--- src/rtl/fib_seq_ctrl.sv ---
// fib_seq_ctrl: sequencer wrapped around an external combinational ALU.
// Loads two seed terms from d on successive button presses. Each later press
// asks the ALU to add the two most recent terms and registers the sum as the
// next term. An unsigned carry out ends the sequence in a sticky overflow
// state, which only clr or rst_n can leave.
module fib_seq_ctrl #(
  parameter int WIDTH = 32
) (
  input  logic             clk,
  input  logic             rst_n,
  input  logic             en,
  input  logic             clr,
  input  logic [WIDTH-1:0] d,
  output logic [WIDTH-1:0] alu_a,
  output logic [WIDTH-1:0] alu_b,
  output logic [2:0]       alu_m,
  input  logic [WIDTH-1:0] alu_y,
  input  logic             alu_cf,
  output logic [WIDTH-1:0] f,
  output logic [1:0]       state,
  output logic             ovf
);

  typedef enum logic [1:0] {
    LOAD0 = 2'b00,
    LOAD1 = 2'b01,
    RUN   = 2'b10,
    OVF   = 2'b11
  } state_t;

  state_t           state_q, state_d;
  logic             s0, s1;
  logic             press;
  logic [WIDTH-1:0] f1, f2;
  logic [WIDTH-1:0] f_d, f1_d, f2_d;
  logic             ovf_d;

  // Synchronise the raw button level and keep the previous sample for edge detect.
  // NOTE: sequential state always uses non-blocking (<=) so every flop samples pre-edge values.
  always_ff @(posedge clk or negedge rst_n) begin
    if (!rst_n) begin
      s0 <= 1'b0;
      s1 <= 1'b0;
    end else begin
      s0 <= en;
      s1 <= s0;
    end
  end

  // One-cycle pulse per rising edge of en, however long the button is held.
  assign press = s0 & ~s1;

  // FSM state register.
  always_ff @(posedge clk or negedge rst_n) begin
    if (!rst_n) state_q <= LOAD0;
    else        state_q <= state_d;
  end

  // Next-state logic: clr wins over press; OVF is left only through clr.
  // NOTE: the default assignment first keeps this combinational block latch-free.
  always_comb begin
    state_d = state_q;
    if (clr) begin
      state_d = LOAD0;
    end else if (press) begin
      case (state_q)
        LOAD0: state_d = LOAD1;
        LOAD1: state_d = RUN;
        RUN:   if (alu_cf) state_d = OVF;
        OVF:   state_d = OVF;
      endcase
    end
  end

  // Output/datapath control: the next term values each register takes at this edge.
  always_comb begin
    f_d   = f;
    f1_d  = f1;
    f2_d  = f2;
    ovf_d = ovf;
    if (clr) begin
      f_d   = '0;
      f1_d  = '0;
      f2_d  = '0;
      ovf_d = 1'b0;
    end else if (press) begin
      case (state_q)
        LOAD0: begin
          f1_d = d;
          f_d  = d;
        end
        LOAD1: begin
          f2_d = d;
          f_d  = d;
        end
        RUN: begin
          if (alu_cf) begin
            // The sum did not fit: keep the last valid term on the display.
            ovf_d = 1'b1;
          end else begin
            f1_d = f2;
            f2_d = alu_y;
            f_d  = alu_y;
          end
        end
        OVF: ;
      endcase
    end
  end

  // Term registers and the sticky overflow flag.
  always_ff @(posedge clk or negedge rst_n) begin
    if (!rst_n) begin
      f   <= '0;
      f1  <= '0;
      f2  <= '0;
      ovf <= 1'b0;
    end else begin
      f   <= f_d;
      f1  <= f1_d;
      f2  <= f2_d;
      ovf <= ovf_d;
    end
  end

  // The ALU always sees the two latest terms and is always asked to add.
  assign alu_a = f1;
  assign alu_b = f2;
  assign alu_m = 3'b000;
  assign state = state_q;

endmodule

--- config.mk ---
export PLATFORM = sky130hd
export DESIGN_NAME = fib_seq_ctrl
export DESIGN_NICKNAME = d
export VERILOG_FILES = /design/src/rtl/fib_seq_ctrl.sv
export SDC_FILE = /design/constraint.sdc
export NUM_CORES = 1
export LEC_CHECK = 0
export CAP_MARGIN = 15
export CORE_ASPECT_RATIO = 2
export CORE_MARGIN = 2
export CORE_UTILIZATION = 34
export CTS_CLUSTER_DIAMETER = 100
export CTS_CLUSTER_SIZE = 12
export DETAILED_ROUTE_END_ITERATION = 10
export GPL_TIMING_DRIVEN = 0
export PLACE_DENSITY = 0.64
export SYNTH_ARGS = -nofsm -noshare
export SYNTH_HDL_FRONTEND = slang
export SYNTH_SLANG_ARGS = --single-unit
export TNS_END_PERCENT = 30
--- constraint.sdc ---
create_clock -name clk -period 4.4 [get_ports clk]
set_input_delay 0.66 -clock clk [delete_from_list [all_inputs] [get_ports clk]]
set_output_delay 0.66 -clock clk [all_outputs]
set_load 0.03 [all_outputs]
==> Yosys cells after proc, flatten, opt, wreduce, memory -nomap -nowiden <==
Index checks and enable logic that the tools add are counted.
{ "word_totals": {"ff_bits": 101, "in_bits": 69, "out_inout_bits": 102, "elab_cells": 46} }
{ "op_classes": {"n_eq_ne": 5, "mux": 19, "n_bitwise": 2, "reduce_logical": 13} }
{ "ops": {"columns": ["cell", "n"], "rows": [
  ["$mux W32", 8],
  ["$pmux W32 S2", 3],
  ["$reduce_and A3 Y1", 4],
  ["$reduce_bool A3 Y1", 3],
  ["$pmux W2 S4", 1],
  ["$mux W2", 3],
  ["$ne A3 B3 Y1 const B", 2],
  ["$reduce_bool A2 Y1", 3],
  ["$eq A2 B2 Y1 const B", 2],
  ["$mux W1", 4],
  ["$eq A2 B1 Y1 const B", 1],
  ["$logic_not A2 Y1", 1],
  ["$reduce_and A2 Y1", 1],
  ["$reduce_or A2 Y1", 1],
  ["$and A1 B1 Y1", 1],
  ["$not A1 Y1", 1]
]} }

==> Longest topological paths before layout <==
Gate-level depths: netlist of run 1.
{ "logic_depth": {"ltp_word": 5, "ltp_mapped": 5, "ltp_nobuf": 3} }

==> Least setup slack after synthesis of run 1 <==
No wires, ideal clock.
{ "synth_timing": {"kind": "register -> register", "from": "reg state_q[1], in the netlist state[1]", "to": "reg f[10]", "setup_time_ps": 125, "t_arrival_ps": 1578, "path_slack_ps": 2697, "path_stages_with_launch": 6, "synth_period_minus_slack_ps": 1703, "cell_sequence": "dfrtp_1 -> buf_4 -> o21ai_1 -> a21oi_2 -> buf_4 -> mux2_2"} }
{ "synth_via": {"elab_chain_len": 5, "elab_cells_between_ends": 10} }
{ "synth_lines": {"columns": ["item", "line_no", "source"], "rows": [
  ["from (decl)", "31", "state_t state_q, state_d;"],
  ["from (signal assigned)", "56", "else state_q <= state_d;"],
  ["$eq A2 B1 Y1 / $logic_not A2 Y1 (equally long branches)", "87", "case (state_q)"],
  ["$reduce_or A2 Y1 (no source line)", null, null],
  ["$pmux W32 S2", "87", null],
  ["$mux W32", "86", "end else if (press) begin"],
  ["$mux W32", "81", "if (clr) begin"],
  ["to (signal assigned)", "114", "f <= '0;"],
  ["to (signal assigned)", "119", "f <= f_d;"],
  ["to (decl)", "19", "output logic [WIDTH-1:0] f,"]
]} }
Several ways; a longest one is shown, not always the timed one. The select of a mux whose other input is x is not followed.
A chain may end at the register's enable or synchronous reset.

==> Final worst setup path of run 1 <==
{ "layout_timing": {"from": "reg state_q[1], in the netlist state[1]", "to": "out state[1]"} }
{ "layout_lines": {"columns": ["item", "line_no", "source"], "rows": [
  ["to (decl)", "20", "output logic [1:0] state,"]
]} }
No word-level cell between the ends.

==> results.cfg, run 1 <==
[worst_setup_path]
worstPathRequired_ps = 3740
reg2reg_from = state[1]$_DFFE_PN0P_
worst_path_largest_cell_delay_ps = 740
critPathTopFamily = buffers and inverters
cp_slowest_cell = clkdlybuf4s50_1
cp_cell_sequence = clkdlybuf4s50_1
crit_arrival_ps = 1550
critPathLaunch = state[1]$_DFFE_PN0P_
cp-end-kind = output pin
critPathKind = reg2out
crit_buf_inv = 1
crit_path_start_kind = register
cp_max_fo = 6

[sta]
fin_setup_tns_ps = 0
slew_viol_final = 0
hold_violations = 0
fmax_mhz = 452
skew_ps = 9.57
rsz0062_at_grt = no
worst_pin_slew_ps = 873
setup_violations = 0
layout_min_cycle_time_ps = 2210
max_slew_margin = 0.418
timing.final.crit_share = 0.503
fin_ws_ps = 2190

[floorplanning]
die_h_um = 184
start_util = 0.348
fp.dieArea_um2 = 17300
ios = 171
dieWidth_um = 94.1
coreArea_um2 = 15900
row_count = 65

[clock_tree]
root_buffer = clkbuf_16
clockBufferDepth = 2
postCtsHoldBufs = 0
cts_resized = 0
clkTransAtPathRegs_ps = 70
cts_made_buffers = 9
tritoncts = done
h-tree-depth = 3
cts.sink_count = 101
post_cts_buffers = 0
worstSkewPairLatency_ps = 360

[global_routing]
grt_pass1_vias = 5100
antenna_found_initial = 2
grt_max_degree = 62
grt_pass1_wl_um = 29200
grtUsageTotal = 0.221
gr-total-overflow = 0

[synth]
ys.flop_type = dfrtp_1
synthTopCellsByArea = dfrtp_1, a221oi_2, mux2_2
synth_cell_types = 31
synth_edf_count = 0
avgSynthCellArea_um2 = 11.9
ys_ff_latch = 101
async_reset_ff_frac = 1.00
synth_top_area_cell = dfrtp_1
yosysMostFrequentCell = dfrtp_1
synth_commonest_cells = dfrtp_1, nand2b_1, inv_1
syn-cell-area_um2 = 5520
post-synth-top-area-fraction = 0.458
yosys_warnings = 0
yosysSeqAreaShare = 0.458
syn_inst = 465

[hold_path]
hold_path_class = in2async

[finish]
fin_nets = 714
multi_input_area_um2 = 2570
design_area_um2 = 7730
seqCellArea_um2 = 2530
syn2layout_area_growth_pct = 40.1
fin_cells = 853
drive_above_1_share = 0.182
nFillCells = 1474

[drt]
drtPass1Iterations = 5
ant_nets = 0
drc = 0
vias = 4737
routed_wl_um = 19000
viasPerCell = 5.55
post_drt_wl_per_cell_um = 22.3
drt_iter0_markers = 354

[placed_design]
dp_slack_ps = 1940
gp_congestion = 0.809
place_area_um2 = 7450
place.port_buffers = 166
dpl.cell_count = 835
place.detailed.hpwl_um = 14100

[run_status]
status = finished, final reports clean

[power_and_ir_drop]
total_power_w = 0.00237
ir_drop_mv = 0.197
cellLeakagePower_nw = 2.91
pwr_density_cell_nw_per_um2 = 307

[job]
maxCapViolations = 0
## flip-flops by register name, summed over array words and instances, names as in the netlist
signal  cells
state       2
f          32
alu_b      32
s1          1
alu_a      32
s0          1
ovf         1
## worst paths after layout
| kind | end | slack (ps) | cells past startpoint |
|---|---|---|---|
| max in group asynchronous | f[16]$_DFFE_PN0P_ | 3260 | 2 |
| max | state[1] | 2190 | 1 |
| min in group clk | s1$_DFF_PN0_ | 390 | 0 |
| max reg2reg | alu_b[12]$_DFFE_PN0P_ | 2490 | 5 |
| min reg2reg | s1$_DFF_PN0_ | 390 | 0 |
| min | f[25]$_DFFE_PN0P_ | 380 | 1 |
## layer usage
layer,part of all wire,vias to the layer above,GRT usage,routed length (um)
li1,-,2119,-,-
met1,0.38,2407,0.252,7160
met2,0.55,180,0.400,10400
met3,0.047,31,0.0307,901
met4,0.027,0,0.101,506
met5,0,-,0,0
## cell usage in the layout (no fill, tap or decap), types with 22 or more instances in the layout
cell             synthesis  layout
mux2i_1                 32      32
o32ai_1                 32      32
clkdlybuf4s50_1          0     165
o21ai_0                 25      25
mux2_2                  30      30
nand2b_1                34      34
o2bb2ai_1               32      32
inv_1                   33      33
dfrtp_1                101     101
buf_2                   22      22
a221oi_2                30      30
## power by group
part / total, W / switching, W / internal (W)
Combinational: 0.000598 / 0.000337 / 0.000261
Sequential: 0.00103 / 0.0000410 / 0.000987
Clock: 0.000748 / 0.000368 / 0.000380
## layout make-up
cell class / instances / area share
diodes: 3 / 0.000972
plain buffers: 55 / 0.0390
clock buffers: 9 / 0.0291
clock inverters: 6 / 0.00534
inverters: 33 / 0.0160
multi-input cells: 278 / 0.333
flip-flops and latches: 101 / 0.327
well taps: 201 / 0.0325
repair buffers: 167 / 0.217
## per-stage QoR
stage,hold WS (ps),util
floorplan,348,-
global placement,361,0.469
detailed placement,365,0.470
CTS,389,0.487
global route,397,0.487
finish,384,0.487
## logic make-up (layout without fill, tap and decap cells)
group	Yosys count	after routing	synth area share
DFF	101	101	0.458
muxes	64	64	0.123
AOI/OAI and AO/OA	137	137	0.227
and+or+nand+nor	74	74	0.114
buffers and inverters	88	270	0.0771
other	1	6	0.000680
(Power assumes the default switching activity.)
==> run 2, diff against run 1 <==
--- a/config.mk
+++ b/config.mk
@@ -13,7 +13,7 @@
 export CTS_CLUSTER_SIZE = 12
 export DETAILED_ROUTE_END_ITERATION = 10
 export GPL_TIMING_DRIVEN = 0
-export PLACE_DENSITY = 0.64
+export PLACE_DENSITY = 0.67
 export SYNTH_ARGS = -nofsm -noshare
 export SYNTH_HDL_FRONTEND = slang
 export SYNTH_SLANG_ARGS = --single-unit
==> constraint.sdc (replaced) <==
create_clock -name clk -period 1.93 [get_ports clk]
set_input_delay 0.2895 -clock clk [delete_from_list [all_inputs] [get_ports clk]]
set_output_delay 0.2895 -clock clk [all_outputs]
set_load 0.03 [all_outputs]
==> run 2 against run 1 <==
Critical path depth unchanged. Hold slack worse by 400 ps. Global-route usage fell by 0.24 points. First-iteration DRC count decreased by 32%. The run now ends with hold timing left. Design area grew 0.39%. Routed wire length down 0.89%. Sequential power increased by 130%. Utilization grew 0.19 points. Die area is the same. Sequential cell count is the same. Total power grew 130%.
==> results.cfg, run 2 (same netlist as run 1, synthesis figures left out) <==
[drt]
ant_nets = 0
viasPerCell = 5.55
drt_iter0_markers = 239
vias = 4731
drtPass1Iterations = 4
drc = 0
routed_wl_um = 18800
post_drt_wl_per_cell_um = 22.1

[worst_setup_path]
cp_max_fo = 7
crit_path_start_kind = register
worstPathRequired_ps = 1640
worst_path_largest_cell_delay_ps = 750
cp-end-kind = output pin
cp_cell_sequence = clkdlybuf4s50_1
crit_buf_inv = 1
critPathKind = reg2out
crit_arrival_ps = 1530
cp_slowest_cell = clkdlybuf4s50_1
critPathTopFamily = buffers and inverters

[global_routing]
grt_max_degree = 56
grt_pass1_wl_um = 28700
grt_pass1_vias = 5095
antenna_found_initial = 0
grtUsageTotal = 0.219
gr-total-overflow = 0

[clock_tree]
cts.sink_count = 101
clockBufferDepth = 2
cts_made_buffers = 9
worstSkewPairLatency_ps = 360
clkTransAtPathRegs_ps = 80
h-tree-depth = 3
tritoncts = done
root_buffer = clkbuf_16

[placed_design]
gp_congestion = 0.806
dp_slack_ps = -177
place.port_buffers = 166
place.detailed.hpwl_um = 14000
dpl.cell_count = 835

[sta]
fin_ws_ps = 107
fmax_mhz = 549
rsz0062_at_grt = no
skew_ps = 10.8
worst_pin_slew_ps = 849
timing.hold.ws_ps = -13.9
setup_violations = 0
slew_viol_final = 0
fin_setup_tns_ps = 0
max_slew_margin = 0.434
hold_violations = 11
timing.final.crit_share = 0.945
layout_min_cycle_time_ps = 1820

[power_and_ir_drop]
p_sw_frac = 0.315
ir_drop_mv = 0.397
combPwrFrac = 0.249
switchingPower_w = 0.00174
clkPwrFrac = 0.328
pwr_density_cell_nw_per_um2 = 711
sequentialPowerShare = 0.424
p_int_w = 0.00378
cellLeakagePower_nw = 2.94

[finish]
final_util = 0.489
fin_nets = 714
final_common_cell = clkdlybuf4s50_1
drive_above_1_share = 0.185
fin_cells = 852
syn2layout_area_growth_pct = 40.7
final_cell_mix = clkdlybuf4s50_1, dfrtp_1, nand2b_1

[floorplanning]
row_count = 65
ios = 171
start_util = 0.348
die_h_um = 184
coreArea_um2 = 15900
fp.dieArea_um2 = 17300
dieWidth_um = 94.1

[run_status]
status = finished, violations left
violations = hold timing

[job]
maxCapViolations = 0

[hold_path]
hold_path_class = in2async
[run 2: cell type report]
type,instances,area [um2]
Fill cell,1447,8100
Multi-Input combinational cell,278,2570
Sequential cell,101,2530
Timing Repair Buffer,167,1690
Buffer,55,303
Tap cell,201,251
Clock buffer,10,239
Inverter,33,124
Clock inverter,6,53.8
Antenna cell,1,2.50
[run 2: path summary, 6_finish.rpt]
path	from	end	slack (ps)	depth (start not counted)
worst min register to register	s0$_DFF_PN0_	s1$_DFF_PN0_	380	0
min in group clk	en	s0$_DFF_PN0_	380	1
worst max-delay path	state[0]$_DFFE_PN0P_	state[0]	110	1
worst max register to register	state[1]$_DFFE_PN0P_	alu_b[13]$_DFFE_PN0P_	110	5
worst min-delay path	rst_n	f[25]$_DFFE_PN0P_	-10	1
max in group asynchronous	rst_n	alu_a[12]$_DFFE_PN0P_	1230	2
[run 2: routing by layer]
| metal | vias to the layer above | wire, um | track usage |
|---|---|---|---|
| li1 | 2120 | - | - |
| met1 | 2398 | 6880 | 0.240 |
| met2 | 175 | 10400 | 0.403 |
| met3 | 38 | 794 | 0.0290 |
| met4 | 0 | 746 | 0.108 |
| met5 | - | 0 | 0 |
[run 2: timing repair]
item	CTS	global route
gates resized for setup	0	2
hold buffers	0	0
buffers inserted	0	0
endpoints found under the hold margin	0	0
setup endpoints to repair	0	2
[run 2: power by group through the flow]
| stage | Clock [W] | Combinational, W | Sequential [W] |
|---|---|---|---|
| finish | 0.00181 | 0.00137 | 0.00234 |
| global route | 0.00192 | 0.00145 | 0.00235 |
| CTS | 0.00185 | 0.00138 | 0.00234 |
| detailed placement | 0 | 0.00137 | 0.00238 |
| global placement | 0 | 0.00134 | 0.00238 |
| floorplan | 0 | 0.000455 | 0.00263 |
[run 2: through the flow]
stage	hold WS (ps)	area (um2)	power [W]
after floorplan	-6.09	5520	0.00308
after global placement	366	7440	0.00372
after detailed placement	369	7460	0.00375
after CTS	21.1	7750	0.00556
after global routing	55.6	7750	0.00572
final	-13.9	7760	0.00552
==> run 3, diff against run 2 <==
--- a/config.mk
+++ b/config.mk
@@ -8,12 +8,12 @@
 export CAP_MARGIN = 15
 export CORE_ASPECT_RATIO = 2
 export CORE_MARGIN = 2
-export CORE_UTILIZATION = 34
+export CORE_UTILIZATION = 51
 export CTS_CLUSTER_DIAMETER = 100
 export CTS_CLUSTER_SIZE = 12
 export DETAILED_ROUTE_END_ITERATION = 10
 export GPL_TIMING_DRIVEN = 0
-export PLACE_DENSITY = 0.67
+export PLACE_DENSITY = 0.89
 export SYNTH_ARGS = -nofsm -noshare
 export SYNTH_HDL_FRONTEND = slang
 export SYNTH_SLANG_ARGS = --single-unit
==> constraint.sdc (replaced) <==
create_clock -name clk -period 2.3 [get_ports clk]
set_input_delay 0.345 -clock clk [delete_from_list [all_inputs] [get_ports clk]]
set_output_delay 0.345 -clock clk [all_outputs]
set_load 0.03 [all_outputs]
==> run 3 against run 2 <==
The flow now finishes without violations. Clock power decreased by 13%. Via count is 4.7% higher. Hold slack improved by 61 ps. Combinational power is 17% lower. Count of clock-buffer cells in the layout decreased by 1. Sequential power fell by 16%. Critical endpoint unchanged. Largest cell class unchanged.
==> results.cfg, run 3 (same netlist as run 1, synthesis figures left out) <==
[floorplanning]
ios = 171
row_count = 53
dieWidth_um = 77.5
fp.dieArea_um2 = 11700
coreArea_um2 = 10500
start_util = 0.523
die_h_um = 151

[clock_tree]
cts_made_buffers = 9
tritoncts = done
postCtsHoldBufs = 0
clockBufferDepth = 2
h-tree-depth = 3
post_cts_buffers = 0
clkTransAtPathRegs_ps = 80
root_buffer = clkbuf_16
worstSkewPairLatency_ps = 350
cts_resized = 0
cts.sink_count = 101

[worst_setup_path]
reg2reg_from = state[1]$_DFFE_PN0P_
cp_max_fo = 7
worstPathRequired_ps = 1960
rrSetupSlack_ps = 450
critPathKind = reg2out
crit_buf_inv = 1
cp-end-kind = output pin
cp_slowest_cell = clkdlybuf4s50_1
critPathTopFamily = buffers and inverters
r2r_end = alu_b[13]$_DFFE_PN0P_
rr_worst_depth = 5
crit_arrival_ps = 1540
crit_path_start_kind = register
cp_cell_sequence = clkdlybuf4s50_1
worst_path_largest_cell_delay_ps = 730

[drt]
maxUsedRoutingLayer = met4
viasPerCell = 6.29
drt_iter0_markers = 408
wl_met3_um = 964
drc = 0
ant_nets = 0
drtPass1Iterations = 5
vias = 4955
post_drt_wl_per_cell_um = 22.6
routed_wl_um = 17800
wl_met1_um = 6070
met2_length_um = 9780

[finish]
fin_nets = 714
drive_above_1_share = 0.183
nFillCells = 717
final_cell_mix = clkdlybuf4s50_1, dfrtp_1, nand2b_1
fin_cells = 788
syn2layout_area_growth_pct = 39.4
final_common_cell = clkdlybuf4s50_1

[sta]
slew_viol_final = 0
layout_min_cycle_time_ps = 1890
fmax_mhz = 529
worst_pin_slew_ps = 818
skew_ps = 7.19
timing.final.crit_share = 0.821
setup_violations = 0
fin_ws_ps = 411
hold_violations = 0
max_slew_margin = 0.455
rsz0062_at_grt = no

[placed_design]
dp_slack_ps = 174
place.port_buffers = 166
dpl.cell_count = 771
gp_congestion = 0.854
place.detailed.hpwl_um = 13100

[global_routing]
grt_pass1_vias = 5122
gr-total-overflow = 0
grtUsageTotal = 0.305
grt_max_degree = 57
grt_pass1_wl_um = 27200
antenna_found_initial = 1

[job]
maxCapViolations = 0

[hold_path]
hold_path_class = in2async

[power_and_ir_drop]
pwr_density_cell_nw_per_um2 = 610
ir_drop_mv = 0.452
cellLeakagePower_nw = 2.93

[run_status]
status = finished, final reports clean
## run 3: area by class of cell
| cell class | count | area, um2 | share of cell area |
|---|---|---|---|
| clock inverters | 7 | 81.3 | 0.0106 |
| clock buffers | 9 | 225 | 0.0293 |
| inverters | 33 | 124 | 0.0161 |
| multi-input cells | 278 | 2570 | 0.334 |
| diodes | 1 | 2.50 | 0.000325 |
| repair buffers | 167 | 1690 | 0.219 |
| flip-flops and latches | 101 | 2530 | 0.329 |
| well taps | 137 | 171 | 0.0223 |
| plain buffers | 55 | 302 | 0.0392 |
## run 3: where the power goes
| group | switching, W | leakage, nW | internal [W] |
|---|---|---|---|
| clock network | 0.000721 | 0.141 | 0.000859 |
| registers | 0.0000775 | 1.36 | 0.00189 |
| logic | 0.000644 | 1.44 | 0.000500 |
## run 3: metrics by stage
| step | total power (W) | hold slack [ps] | area (um2) | utilization | setup TNS [ps] |
|---|---|---|---|---|---|
| after global routing | 0.00483 | 111 | 7690 | 0.729 | 0 |
| after global placement | 0.00310 | 361 | 7360 | 0.698 | -276770 |
| after CTS | 0.00469 | 76.0 | 7690 | 0.729 | 0 |
| after detailed placement | 0.00313 | 374 | 7380 | 0.700 | 0 |
| final | 0.00469 | 46.8 | 7690 | 0.729 | 0 |
| after floorplan | 0.00259 | 49.4 | 5520 | - | 0 |
## run 3: worst max-delay path by stage
stage | from | to | slack [ps] | cells past startpoint
finish | state[0]$_DFFE_PN0P_ | state[0] | 410 | 1
global route | state[0]$_DFFE_PN0P_ | state[0] | 350 | 1
CTS | state[0]$_DFFE_PN0P_ | state[0] | 420 | 1
detailed placement | alu_cf | f[6]$_DFFE_PN0P_ | 170 | 5
global placement | rst_n | f[18]$_DFFE_PN0P_ | -2750 | 1
floorplan | state[1]$_DFFE_PN0P_ | f[10]$_DFFE_PN0P_ | 600 | 5
## run 3: metal layers
layer,global-route usage,vias up
li1,-,2127
met1,0.328,2471
met3,0.0465,64
met2,0.552,293
met4,0.192,0
met5,0,-
